### config.mk
export PLATFORM = sky130hd
export DESIGN_NAME = spi_flash_writer_flat
export DESIGN_NICKNAME = d
export VERILOG_FILES = /design/src/rtl/spi_flash_writer_if.sv /design/src/rtl/spi_flash_writer.sv /design/src/flat_wrapper.sv
export SDC_FILE = /design/constraint.sdc
export NUM_CORES = 1
export LEC_CHECK = 0
export CORE_MARGIN = 5
export CORE_UTILIZATION = 44
export DETAILED_ROUTE_END_ITERATION = 8
export PLACE_DENSITY = 0.72
export SLEW_MARGIN = 10
export SYNTH_ARGS = -nofsm -noshare
export SYNTH_HDL_FRONTEND = slang
export SYNTH_SLANG_ARGS = --single-unit
export TNS_END_PERCENT = 100
### constraint.sdc
create_clock -name clk -period 2.8 [get_ports clk]
set_input_delay 0.28 -clock clk [delete_from_list [all_inputs] [get_ports clk]]
set_output_delay 0.28 -clock clk [all_outputs]
set_load 0.02 [all_outputs]
### src/rtl/spi_flash_writer_if.sv
// rtl/spi_flash_writer_if.sv - request/completion bus between CPU-side logic and spi_flash_writer
interface spi_flash_writer_if;
    logic        start;
    logic        op;
    logic [23:0] addr;
    logic [31:0] wdata;
    logic        busy;
    logic        done;
    logic        error;
    logic [7:0]  status;

    modport master (
        output start, op, addr, wdata,
        input  busy, done, error, status
    );

    modport slave (
        input  start, op, addr, wdata,
        output busy, done, error, status
    );
endinterface

### src/rtl/spi_flash_writer.sv
// rtl/spi_flash_writer.sv - SPI NOR program/erase sequencer: WREN, PP/SE, RDSR polling
module spi_flash_writer #(
    parameter int CLK_DIV        = 1,
    parameter int CS_HIGH_CYCLES = 4,
    parameter int POLL_MAX       = 65535
) (
    input  logic               clk,
    input  logic               resetn,
    spi_flash_writer_if.slave  req,
    output logic               flashClk,
    output logic               flashCs,
    output logic               flashMosi,
    input  logic               flashMiso
);

    localparam int DW = $clog2(CLK_DIV + 1);
    localparam int GW = $clog2(CS_HIGH_CYCLES + 1);
    localparam int PW = $clog2(POLL_MAX + 1);
    localparam logic [DW-1:0] DIV_LAST = DW'(CLK_DIV - 1);
    localparam logic [GW-1:0] GAP_LAST = GW'(CS_HIGH_CYCLES - 1);
    localparam logic [PW-1:0] POLL_LIM = PW'(POLL_MAX);

    typedef enum logic [2:0] {
        S_IDLE, S_WREN, S_GAP1, S_CMD, S_GAP2, S_POLL, S_PGAP, S_DONE
    } state_t;

    state_t          state, state_next;
    logic            op_q;
    logic [23:0]     addr_q;
    logic [31:0]     wdata_q;
    logic [63:0]     shreg;
    logic [6:0]      bit_cnt;
    logic [DW-1:0]   div_cnt;
    logic            sck_ph;
    logic [GW-1:0]   gap_cnt;
    logic [PW-1:0]   poll_cnt;
    logic [7:0]      status_q;
    logic            error_q;

    logic ld_wren, ld_cmd, ld_poll, accept, set_err, poll_inc;

    wire shifting  = (state == S_WREN) || (state == S_CMD) || (state == S_POLL);
    wire in_gap    = (state == S_GAP1) || (state == S_GAP2) || (state == S_PGAP);
    wire div_last  = (div_cnt == DIV_LAST);
    wire last_bit  = shifting && sck_ph && div_last && (bit_cnt == 7'd1);
    wire gap_last  = (gap_cnt == GAP_LAST);
    wire unaligned = !req.op && (req.addr[1:0] != 2'b00);
    wire poll_over = ((poll_cnt + PW'(1)) == POLL_LIM);

    // Pins decode straight from registered state so a reset releases CS immediately.
    assign flashCs    = !shifting;
    assign flashClk   = shifting && sck_ph;
    assign flashMosi  = shifting && shreg[63];
    assign req.busy   = (state != S_IDLE) && (state != S_DONE);
    assign req.done   = (state == S_DONE);
    assign req.error  = error_q;
    assign req.status = status_q;

    // State register.
    always_ff @(posedge clk or negedge resetn) begin
        if (!resetn) state <= S_IDLE;
        else         state <= state_next;
    end

    // Next-state decode and the load/flag strobes for the datapath.
    always_comb begin
        state_next = state;
        ld_wren    = 1'b0;
        ld_cmd     = 1'b0;
        ld_poll    = 1'b0;
        accept     = 1'b0;
        set_err    = 1'b0;
        poll_inc   = 1'b0;
        case (state)
            S_IDLE: begin
                if (req.start) begin
                    accept = 1'b1;
                    if (unaligned) begin
                        set_err    = 1'b1;
                        state_next = S_DONE;
                    end else begin
                        ld_wren    = 1'b1;
                        state_next = S_WREN;
                    end
                end
            end
            S_WREN: if (last_bit) state_next = S_GAP1;
            S_GAP1: begin
                if (gap_last) begin
                    ld_cmd     = 1'b1;
                    state_next = S_CMD;
                end
            end
            S_CMD:  if (last_bit) state_next = S_GAP2;
            S_GAP2, S_PGAP: begin
                if (gap_last) begin
                    ld_poll    = 1'b1;
                    state_next = S_POLL;
                end
            end
            S_POLL: begin
                if (last_bit) begin
                    if (!status_q[0]) begin
                        state_next = S_DONE;
                    end else if (poll_over) begin
                        set_err    = 1'b1;
                        state_next = S_DONE;
                    end else begin
                        poll_inc   = 1'b1;
                        state_next = S_PGAP;
                    end
                end
            end
            S_DONE:  state_next = S_IDLE;
            default: state_next = S_IDLE;
        endcase
    end

    // Request capture, bit shifter, SCK phase timing, gap and poll counters, status/error.
    always_ff @(posedge clk or negedge resetn) begin
        if (!resetn) begin
            op_q     <= 1'b0;
            addr_q   <= '0;
            wdata_q  <= '0;
            shreg    <= '0;
            bit_cnt  <= '0;
            div_cnt  <= '0;
            sck_ph   <= 1'b0;
            gap_cnt  <= '0;
            poll_cnt <= '0;
            status_q <= 8'h00;
            error_q  <= 1'b0;
        end else begin
            gap_cnt <= in_gap ? gap_cnt + GW'(1) : '0;

            if (accept) begin
                op_q     <= req.op;
                addr_q   <= req.addr;
                wdata_q  <= req.wdata;
                poll_cnt <= '0;
                error_q  <= set_err;
            end else if (set_err) begin
                error_q  <= 1'b1;
            end

            if (poll_inc) poll_cnt <= poll_cnt + PW'(1);

            if (ld_wren || ld_cmd || ld_poll) begin
                div_cnt <= '0;
                sck_ph  <= 1'b0;
                if (ld_wren) begin
                    shreg   <= {8'h06, 56'h0};
                    bit_cnt <= 7'd8;
                end else if (ld_poll) begin
                    shreg   <= {8'h05, 56'h0};
                    bit_cnt <= 7'd16;
                end else if (!op_q) begin
                    // Program data goes out little-endian by byte, each byte MSB first.
                    shreg   <= {8'h02, addr_q, wdata_q[7:0], wdata_q[15:8],
                                wdata_q[23:16], wdata_q[31:24]};
                    bit_cnt <= 7'd64;
                end else begin
                    shreg   <= {8'h20, addr_q, 32'h0};
                    bit_cnt <= 7'd32;
                end
            end else if (shifting) begin
                if (div_last) begin
                    div_cnt <= '0;
                    sck_ph  <= !sck_ph;
                    if (!sck_ph) begin
                        // Rising SCK: the last 8 bits of an RDSR are the status byte.
                        if ((state == S_POLL) && (bit_cnt <= 7'd8))
                            status_q <= {status_q[6:0], flashMiso};
                    end else begin
                        shreg   <= {shreg[62:0], 1'b0};
                        bit_cnt <= bit_cnt - 7'd1;
                    end
                end else begin
                    div_cnt <= div_cnt + DW'(1);
                end
            end
        end
    end

endmodule
### src/flat_wrapper.sv
// flat-port wrapper written by rule: the top's interface ports become plain ports
module spi_flash_writer_flat 
#(
    parameter int CLK_DIV        = 1,
    parameter int CS_HIGH_CYCLES = 4,
    parameter int POLL_MAX       = 65535
)
  (clk, resetn, flashClk, flashCs, flashMosi, flashMiso, req_start, req_op, req_addr, req_wdata, req_busy, req_done, req_error, req_status);
  spi_flash_writer_if req_i ();
  input  logic clk;
  input  logic resetn;
  output logic flashClk;
  output logic flashCs;
  output logic flashMosi;
  input  logic flashMiso;
  input wire logic [$bits(req_i.start)-1:0] req_start;
  input wire logic [$bits(req_i.op)-1:0] req_op;
  input wire logic [$bits(req_i.addr)-1:0] req_addr;
  input wire logic [$bits(req_i.wdata)-1:0] req_wdata;
  output wire logic [$bits(req_i.busy)-1:0] req_busy;
  output wire logic [$bits(req_i.done)-1:0] req_done;
  output wire logic [$bits(req_i.error)-1:0] req_error;
  output wire logic [$bits(req_i.status)-1:0] req_status;
  assign req_i.start = req_start;
  assign req_i.op = req_op;
  assign req_i.addr = req_addr;
  assign req_i.wdata = req_wdata;
  assign req_busy = req_i.busy;
  assign req_done = req_i.done;
  assign req_error = req_i.error;
  assign req_status = req_i.status;
  spi_flash_writer #(.CLK_DIV(CLK_DIV), .CS_HIGH_CYCLES(CS_HIGH_CYCLES), .POLL_MAX(POLL_MAX)) u_core (.clk(clk), .resetn(resetn), .req(req_i), .flashClk(flashClk), .flashCs(flashCs), .flashMosi(flashMosi), .flashMiso(flashMiso));
endmodule
==> impl_metrics.json <==
{
  "crit_fanout": 14,
  "endpoint": "u_core.poll_cnt[10]$_DFFE_PN0P_",
  "wl_met2_um": 8210,
  "syn_inst": 847,
  "grt_usage_pct": 18.2,
  "critPathKind": "flop to flop",
  "vias_per_cell": 5.27,
  "clock_skew_ns": 0.0115,
  "vdd_drop_max_mv": 0.640,
  "num_vias": 6077,
  "finalCritPeriodShare_pct": 95.7,
  "cts.sinks": 160,
  "grt_pass1_wl_um": 29300,
  "antenna_found_initial": 0,
  "r2r_cells": 9,
  "whs_ns": 0.380,
  "maxCapViolations": 0,
  "cts_max_level": 4,
  "setup_viol": 0,
  "drtIter0Drc": 472,
  "synth_compound_area_share_pct": 13.8,
  "coreArea_sq_mm": 0.0165,
  "drc": 0,
  "regToRegStartpoint": "u_core.poll_cnt[0]$_DFFE_PN0P_",
  "rows": 47,
  "fmax_mhz": 373,
  "fillCellCount": 1480,
  "relSlewSlack_pct": 54.9,
  "die_area_sq_mm": 0.0195,
  "dr.pass1.iters": 5,
  "worst_pin_slew_ns": 0.677,
  "met1_length_um": 8080,
  "cts_tree": "yes",
  "fin_ws_ns": 0.120,
  "syn_to_final_growth_pct": 23.2,
  "cp_data_arrival_time_ns": 2.98,
  "cts_made_buffers": 17,
  "r2r_slack_ns": 0.12,
  "worstPathCellList": "buf_4 > nand2_1 > or3_1 > o311a_1 > or3b_4 > o21bai_4 > buf_12 > nor3b_1 > a211o_1",
  "place_hpwl_um": 11100,
  "seq_area_frac_synth_pct": 54.2,
  "ys.flop_type": "dfrtp_1",
  "ctsLongestPathBuffers": 2,
  "grt_pass1_vias": 5834,
  "path_clk_slew_ns": 0.07,
  "final_hold_viol_count": 0,
  "yosysWarningCount": 0,
  "netlist_area_sq_mm": 0.00739,
  "grt_setup_unrepaired": "false",
  "critPathLaunchType": "flop",
  "critPathRequiredTime_ns": 3.10,
  "synth-simple-area-share_pct": 25.0,
  "synth_edf_count": 0,
  "crit_buf_inv": 2,
  "hp-class": "input pin to flop",
  "gr-total-overflow": 0,
  "crit_slowest_cell": "or3_1",
  "fin_setup_tns_ns": 0,
  "worstReg2RegEnd": "u_core.poll_cnt[10]$_DFFE_PN0P_",
  "antennaDiodeCount": 0,
  "min_from": "req_addr[8]",
  "pre_cts_ws_ns": 0.0446,
  "gp_congestion": 0.882,
  "wl_per_cell_um": 14.9,
  "synth_fa_ha_area_share_pct": 1.19,
  "end_kind": "flop",
  "ant_nets": 0,
  "avgSynthCellArea_sq_um": 8.73,
  "synth-async-reset-ratio_pct": 100,
  "drv_slew": 0,
  "synth_cell_types": 60,
  "synth_top_family_by_area": "simple AND/OR/NAND/NOR gates",
  "synthMuxAreaShare_pct": 1.35,
  "clock_latency_ns": 0.42,
  "synth.net_count": 915,
  "dieWidth_um": 140,
  "max_stage_delay_ns": 0.43,
  "status": "completed",
  "fin_crit_ns": 2.68,
  "pin_count": 75,
  "p_leak_nw": 4.16,
  "p_per_area_mw_per_mm2": 1060,
  "port_buffers": 74,
  "chipHeight_um": 140,
  "grt_max_degree": 68,
  "cts_root_buf": "clkbuf_16",
  "ys_ff_latch": 160,
  "initial_utilization_pct": 44.7,
  "final_layout_size_suffix_gt1_share_pct": 10.4,
  "critPathTopFamily": "simple AND/OR/NAND/NOR gates",
  "topRoutingLayerUsed": "met4",
  "met3_length_um": 644,
  "synthXorXnorAreaFrac_pct": 0.593,
  "utilization_pct": 55.1,
  "cp-startpoint": "u_core.poll_cnt[0]$_DFFE_PN0P_",
  "crit_cells": 9,
  "nNetsFinal": 988,
  "drt_wl_total_um": 17100
}
[registers in the layout, indices dropped and copies added, names as in the netlist, 3 cells and up]
name	count
u_core.shreg	64
u_core.wdata_q	32
u_core.addr_q	24
u_core.poll_cnt	16
u_core.req.status	8
u_core.bit_cnt	7
u_core.gap_cnt	3
u_core.state	3
[cell type report]
class / instances / area, sq um / share of cell area (%)
multi-input cells: 623 / 3120 / 34.2
repair buffers: 108 / 1040 / 11.4
clock inverters: 13 / 178 / 1.95
well taps: 220 / 275 / 3.02
clock buffers: 19 / 453 / 4.97
flip-flops and latches: 160 / 4010 / 44.0
inverters: 10 / 37.5 / 0.412
[placed cells by master (no fill, tap or decap), drive strengths merged, types with 2 or more instances in the layout]
cell and count:
nand3 19, nor3 17, dfrtp 160, ha 7
nand4 8, nand2 256, nor2 79, a31oi 5
nor3b 5, bufinv 3, a22o 2, clkdlybuf4s50 72
nor4 6, o21ai 67, mux2 8, clkinv 3
a21oi 76, nand2b 3, inv 13, a211oi 3
xnor2 4, clkbuf 19, nand3b 2, or3 5
a21o 6, and2 2, buf 34, clkinvlp 4
and3 10, nor4b 2, a211o 8, nor2b 3
o21bai 2, or4 2
[through the flow]
step	area, sq um	power [mW]	cells
after CTS	9080	9.74	1152
after global placement	8440	7.10	1119
final	9110	9.63	1153
after floorplan	7390	6.12	847
after global routing	9110	10.4	1153
after detailed placement	8440	7.22	1119
[synth_stat cells (2+ instances only)]
cell / count / share of area [%]
nand2_1: 256 / 13
clkbuf_1: 36 / 1.8
buf_2: 3 / 0.20
nand3b_1: 2 / 0.20
and2_1: 2 / 0.17
a22o_1: 2 / 0.24
nand3_1: 19 / 1.3
nand4_1: 7 / 0.59
or3_1: 3 / 0.25
a211o_1: 6 / 0.71
or3_2: 2 / 0.20
and3_1: 8 / 0.68
mux2_2: 8 / 1.2
o21ai_0: 67 / 4.5
a211oi_1: 3 / 0.30
nor4_1: 4 / 0.34
buf_6: 3 / 0.46
ha_1: 7 / 1.2
inv_1: 10 / 0.51
nor3b_1: 5 / 0.51
dfrtp_1: 160 / 54
nor2b_1: 3 / 0.25
nand2b_1: 3 / 0.25
nor4_4: 2 / 0.58
and3_2: 2 / 0.20
a211o_2: 2 / 0.27
clkbuf_2: 4 / 0.27
nor2_1: 78 / 4.0
a21oi_1: 76 / 5.1
a21o_1: 6 / 0.61
a31oi_1: 4 / 0.34
nor3_1: 17 / 1.2
buf_4: 4 / 0.41
xnor2_1: 4 / 0.47
buf_1: 4 / 0.20
[report_power, final]
part / internal [mW] / switching, mW
sequential: 3.37 / 0.637
clock: 1.47 / 0.981
combinational: 1.32 / 1.86
[worst min-delay path by stage]
stage                     slack (ns)  depth (start not counted)                               to
after floorplan                -0.02                          0     u_core.addr_q[0]$_DFFE_PN0P_
after global placement          0.32                          1  u_core.poll_cnt[14]$_DFFE_PN0P_
after detailed placement        0.33                          1    u_core.addr_q[21]$_DFFE_PN0P_
after CTS                       0.36                          3     u_core.addr_q[8]$_DFFE_PN0P_
after global routing            0.37                          3    u_core.addr_q[17]$_DFFE_PN0P_
final                           0.38                          3     u_core.addr_q[8]$_DFFE_PN0P_
[cell families after synthesis]
| kind of cell | count (synthesis) |
|---|---|
| buffers and inverters | 64 |
| xor gates and xnor gates | 5 |
| and+or+nand+nor | 424 |
| muxes | 9 |
| DFF | 160 |
| AOI/OAI and AO/OA | 178 |
| adders and majority gates | 7 |
[what timing repair did]
action / CTS / global route
endpoints found under the hold margin: 64 / 0
hold buffers: 1 / 0
buffers inserted: 0 / 1
gates resized for setup: 0 / 4
setup endpoints to repair: 0 / 7
[layer usage]
| metal | GRT usage, % | vias up |
|---|---|---|
| met5 | 0 | - |
| met4 | 5.71 | 0 |
| met3 | 3.33 | 18 |
| met2 | 29.0 | 128 |
| met1 | 25.6 | 2946 |
| li1 | - | 2985 |
[worst register-to-register path: stages (launching register included)]
cell      delay, ns
dfrtp_1        0.41
buf_4          0.18
nand2_1        0.13
or3_1          0.43
o311a_1        0.36
or3b_4         0.41
o21bai_4       0.17
buf_12         0.15
nor3b_1        0.05
a211o_1        0.27
No activity file was read; power rests on OpenSTA's default activity.
